===== src/rtl/vga_timing_pkg.sv =====
// vga_timing_pkg: 640x480@60 timing defaults plus phase and controller state types
package vga_timing_pkg;
  localparam int DEF_DIVISOR   = 2;
  localparam int DEF_H_VISIBLE = 640;
  localparam int DEF_H_FRONT   = 16;
  localparam int DEF_H_SYNC    = 96;
  localparam int DEF_H_BACK    = 48;
  localparam int DEF_V_VISIBLE = 480;
  localparam int DEF_V_FRONT   = 10;
  localparam int DEF_V_SYNC    = 2;
  localparam int DEF_V_BACK    = 33;
  localparam int DEF_CW        = 10;
  typedef enum logic [1:0] {PH_VISIBLE, PH_FRONT, PH_SYNC, PH_BACK} phase_t;
  typedef enum logic {IDLE, ACTIVE} ctrl_state_t;
endpackage


===== src/rtl/vga_axis_seq.sv =====
// vga_axis_seq: one timing axis, a wrapping counter with visible/front/sync/back phase decode
module vga_axis_seq
  import vga_timing_pkg::*;
#(
  parameter int VISIBLE = DEF_H_VISIBLE,
  parameter int FRONT   = DEF_H_FRONT,
  parameter int SYNC    = DEF_H_SYNC,
  parameter int BACK    = DEF_H_BACK,
  parameter int CW      = DEF_CW
) (
  input  logic          clock_in,
  input  logic          rst_n,
  input  logic          advance,
  input  logic          clear,
  output logic [CW-1:0] count,
  output phase_t        phase,
  output logic          wrap
);
  localparam int TOTAL = VISIBLE + FRONT + SYNC + BACK;
  logic [31:0] c;
  assign c = 32'(count);
  assign wrap = advance && c == TOTAL - 1;
  assign phase = c < VISIBLE ? PH_VISIBLE :
                 c < VISIBLE + FRONT ? PH_FRONT :
                 c < VISIBLE + FRONT + SYNC ? PH_SYNC : PH_BACK;
  always_ff @(posedge clock_in or negedge rst_n) begin
    if (!rst_n) count <= '0;
    else if (clear || wrap) count <= '0;
    else if (advance) count <= count + CW'(1);
  end
endmodule


===== src/rtl/vga_timing_ctrl.sv =====
// vga_timing_ctrl: pixel-tick divider and frame sequencer producing VGA sync, coordinates and
// start pulses, starting and stopping only on whole-frame boundaries
module vga_timing_ctrl
  import vga_timing_pkg::*;
#(
  parameter int   DIVISOR     = DEF_DIVISOR,
  parameter int   H_VISIBLE   = DEF_H_VISIBLE,
  parameter int   H_FRONT     = DEF_H_FRONT,
  parameter int   H_SYNC      = DEF_H_SYNC,
  parameter int   H_BACK      = DEF_H_BACK,
  parameter int   V_VISIBLE   = DEF_V_VISIBLE,
  parameter int   V_FRONT     = DEF_V_FRONT,
  parameter int   V_SYNC      = DEF_V_SYNC,
  parameter int   V_BACK      = DEF_V_BACK,
  parameter logic SYNC_ACTIVE = 1'b0,
  parameter int   CW          = DEF_CW
) (
  input  logic          clock_in,
  input  logic          rst_n,
  input  logic          run,
  output logic          running,
  output logic          pixel_tick,
  output logic [CW-1:0] x,
  output logic [CW-1:0] y,
  output logic          hsync,
  output logic          vsync,
  output logic          video_on,
  output logic          line_start,
  output logic          frame_start
);
  localparam int DW = DIVISOR > 1 ? $clog2(DIVISOR) : 1;
  ctrl_state_t state_q, state_d;
  logic stop_q, stop_d, ls_d, fs_d, h_wrap, v_wrap;
  logic [DW-1:0] div_cnt;
  phase_t h_phase, v_phase;
  assign running = state_q == ACTIVE;
  assign pixel_tick = running && 32'(div_cnt) == DIVISOR - 1;
  always_ff @(posedge clock_in or negedge rst_n) begin
    if (!rst_n) div_cnt <= '0;
    else div_cnt <= (running && !pixel_tick) ? div_cnt + DW'(1) : '0;
  end
  vga_axis_seq #(.VISIBLE(H_VISIBLE), .FRONT(H_FRONT), .SYNC(H_SYNC), .BACK(H_BACK), .CW(CW)) u_h (
    .clock_in(clock_in), .rst_n(rst_n), .advance(pixel_tick), .clear(!running),
    .count(x), .phase(h_phase), .wrap(h_wrap)
  );
  vga_axis_seq #(.VISIBLE(V_VISIBLE), .FRONT(V_FRONT), .SYNC(V_SYNC), .BACK(V_BACK), .CW(CW)) u_v (
    .clock_in(clock_in), .rst_n(rst_n), .advance(h_wrap), .clear(!running),
    .count(y), .phase(v_phase), .wrap(v_wrap)
  );
  // stop_q reflects run as sampled on the previous edge, so run dropping on the wrap edge itself costs one more frame
  always_comb begin
    state_d = state_q == IDLE ? (run ? ACTIVE : IDLE) : (v_wrap && stop_q ? IDLE : ACTIVE);
    stop_d = state_q == ACTIVE && state_d == ACTIVE && !run;
    ls_d = state_d == ACTIVE && (state_q == IDLE || h_wrap);
    fs_d = state_d == ACTIVE && (state_q == IDLE || v_wrap);
  end
  always_ff @(posedge clock_in or negedge rst_n) begin
    if (!rst_n) begin
      state_q <= IDLE;
      stop_q <= 1'b0;
      line_start <= 1'b0;
      frame_start <= 1'b0;
    end else begin
      state_q <= state_d;
      stop_q <= stop_d;
      line_start <= ls_d;
      frame_start <= fs_d;
    end
  end
  assign hsync = running && h_phase == PH_SYNC ? SYNC_ACTIVE : ~SYNC_ACTIVE;
  assign vsync = running && v_phase == PH_SYNC ? SYNC_ACTIVE : ~SYNC_ACTIVE;
  assign video_on = running && h_phase == PH_VISIBLE && v_phase == PH_VISIBLE;
endmodule

===== config.mk =====
export PLATFORM = sky130hd
export DESIGN_NAME = vga_timing_ctrl
export DESIGN_NICKNAME = d
export VERILOG_FILES = /design/src/rtl/vga_timing_pkg.sv /design/src/rtl/vga_axis_seq.sv /design/src/rtl/vga_timing_ctrl.sv
export SDC_FILE = /design/constraint.sdc
export NUM_CORES = 1
export LEC_CHECK = 0
export CORE_MARGIN = 10
export CORE_UTILIZATION = 55
export CTS_CLUSTER_SIZE = 12
export DETAILED_ROUTE_END_ITERATION = 10
export DONT_BUFFER_PORTS = 1
export PLACE_DENSITY_LB_ADDON = 0.08
export SETUP_SLACK_MARGIN = 0.02
export SYNTH_ARGS = -nofsm -noshare
export SYNTH_HDL_FRONTEND = slang
export SYNTH_SLANG_ARGS = --single-unit

===== constraint.sdc =====
create_clock -name clock_in -period 2.28 [get_ports clock_in]
set_input_delay 0.114 -clock clock_in [delete_from_list [all_inputs] [get_ports clock_in]]
set_output_delay 0.114 -clock clock_in [all_outputs]
set_load 0.03 [all_outputs]

==> out/metrics.cfg <==
[sta]
rsz0062_at_grt = false
fin_ws_ps = 331
period_needed_ps = 1950
period_share_pct = 85.5
worst_pin_slew_ps = 608
relSlewSlack_pct = 59.3
finalSetupViolations = 0
slew_viol_final = 0
fin_setup_tns_ps = 0
fmax_mhz = 513
hold_violations = 0
finalClockSkew_ps = 5.41

[outcome]
status = finished, final reports clean

[clock_network]
clockRootBuffer = clkbuf_4
cts_buffer_depth = 2
clk_latency_ps = 310
cts.sinks = 25
numCtsBuffers = 3
postCtsResizedCells = 0
cts-htree-levels = 1
tritoncts = yes
clk_transition_reported_paths_ps = 130

[setup_path]
worstReg2RegEnd = u_v.count[7]
reg2reg_depth = 5
arrival_ps = 2200
crit_type = register to register
ff2ff_setup_slack_ps = 330
endpoint_kind = register
required_ps = 2530
r2r-start = u_h.count[0]
start_kind = register
critPathMaxFanout = 14

[synthesis]
synth-warning-count = 0
synth_top_area_share_pct = 47.2
synthFlopType = dfrtp_1
synth.distinct_cells = 37
syn_area_um2 = 1330
ys_seq_elements = 25
yosys.area.top_type = dfrtp_1
synth_area_leaders = dfrtp_1, nand4_1, nand3_1, nor2_1, xor2_1
yosysMostFrequentCell = dfrtp_1
yosysSeqAreaShare_pct = 47.2
synth.net_count = 143
synth-async-reset-ratio_pct = 100
synth_common_cells = dfrtp_1, nor2_1, nand2_1, nand3_1, nand4_1
synth_edf_count = 0
synthCells = 137
avgSynthCellArea_um2 = 9.67

[detailed_routing]
vias_per_cell = 6.24
drc = 0
first_iter_violations = 94
wl_um = 3320
antenna_left = 0
drt_first_pass_iters = 4
num_vias = 1180
wl_per_cell_um = 17.6

[placed_design]
dp_worst_setup_slack_ps = 358
numPortBuffers = 0
gp_congestion = 0.838
place.detailed.hpwl_um = 2490

[grt]
grt_pass1_wl_um = 5660
antenna_found_initial = 0
grt_max_degree = 26
grt_pass1_vias = 1167
gr-total-overflow = 0
grt.total_usage_pct = 13.6

[floorplanning]
ioPinCount = 30
dieHeight_um = 69.1
rows = 17
initial_utilization_pct = 58.8
die_area_um2 = 4770
dieWidth_um = 69.1
design.core.area_um2 = 2250

[cells_and_area]
layout-drive-gt1-share_pct = 17.4
syn_to_final_growth_pct = 18.1
fin_nets = 168
n_antenna_cell = 0

[pwr]
leakage_uw = 0.000727
ir_drop_uv = 820
power.density_nw_per_um2 = 705

[run]
maxCapViolCount = 0

[worst_hold_path]
hold_class = input pin to async pin

[state kept, by name, summed over array words and instances (netlist names)]
| name | cells |
|---|---|
| u_h.count | 10 |
| u_v.count | 10 |
| div_cnt | 1 |
| frame_start | 1 |
| line_start | 1 |
| running | 1 |
| stop_q | 1 |
[layout by cell type (no fill, tap or decap), types with 3 or more instances in the layout]
cell | Yosys | layout
a21oi_1 | 4 | 4
a32o_1 | 3 | 3
and3_1 | 3 | 3
buf_4 | 1 | 21
clkbuf_4 | 0 | 3
dfrtp_1 | 25 | 25
ha_1 | 3 | 3
inv_1 | 3 | 3
nand2_1 | 10 | 10
nand2b_1 | 3 | 3
nand3_1 | 10 | 10
nand4_1 | 9 | 9
nor2_1 | 13 | 13
nor4_1 | 3 | 3
o21ai_0 | 7 | 7
or4_1 | 5 | 5
xnor2_1 | 3 | 3
xor2_1 | 5 | 5
[worst max-delay path by stage]
stage | start | to | slack [ps] | cells after the start
global route | u_v.count[7] | vsync | 170 | 3
global placement | u_v.count[4] | u_v.count[9] | 420 | 4
detailed placement | u_h.count[0] | u_v.count[7] | 360 | 5
CTS | u_h.count[0] | u_v.count[7] | 330 | 5
finish | u_h.count[0] | u_v.count[7] | 330 | 5
floorplan | running | u_v.count[7] | 260 | 4
[critical path, cell delays in order (launching register included)]
cell and delay [ps]:
dfrtp_1 370, ha_1 240, and4b_1 250, nand4_2 290, or4_1 580, a21oi_1 150
[layout make-up]
type | count | area, um2
Fill cell | 193 | 689
Multi-Input combinational cell | 104 | 666
Sequential cell | 25 | 626
Timing Repair Buffer | 24 | 198
Tap cell | 28 | 35.0
Clock buffer | 4 | 26.3
Inverter | 4 | 15.0
[metrics by stage]
| stage | instances | cell area [um2] | power [uW] | utilization [%] | hold slack (ps) |
|---|---|---|---|---|---|
| 3_3_place_gp | 182 | 1500 | 895 | 66.5 | -181 |
| 5_1_grt | 189 | 1570 | 1170 | 69.4 | 215 |
| 3_5_place_dp | 182 | 1500 | 899 | 66.5 | -181 |
| 4_1_cts | 189 | 1570 | 1110 | 69.4 | 202 |
| 6_report | 189 | 1570 | 1100 | 69.4 | 217 |
| 2_1_floorplan | 137 | 1330 | 770 | - | -182 |
[repair_timing]
item,CTS,global route
hold endpoints to repair,28,0
buffers inserted,0,0
hold buffers,3,0
[logic make-up after synthesis]
kind of cell    count (synthesis)  share of synthesized area [%]
xor+xnor                        8                           5.29
buf+inv                         8                           2.55
flops                          25                           47.2
fa+ha+maj                       3                           2.83
compound gates                 21                           10.5
simple gates                   72                           31.6
[where the power goes]
group	internal, uW	switching (uW)	total [uW]	leakage [uW]
combinational	125	263	389	0.000382
clock	68.4	127	195	0.0000150
sequential	493	26.9	520	0.000329
[routing by layer]
metal / share of wire [%] / GRT usage [%] / vias to the layer above
li1: - / - / 563
met1: 43 / 17.1 / 581
met4: 0.93 / 5.10 / 0
met3: 8.2 / 4.14 / 4
met5: 0 / 0 / -
met2: 48 / 21.3 / 32
No activity file was read; power rests on OpenSTA's default activity.
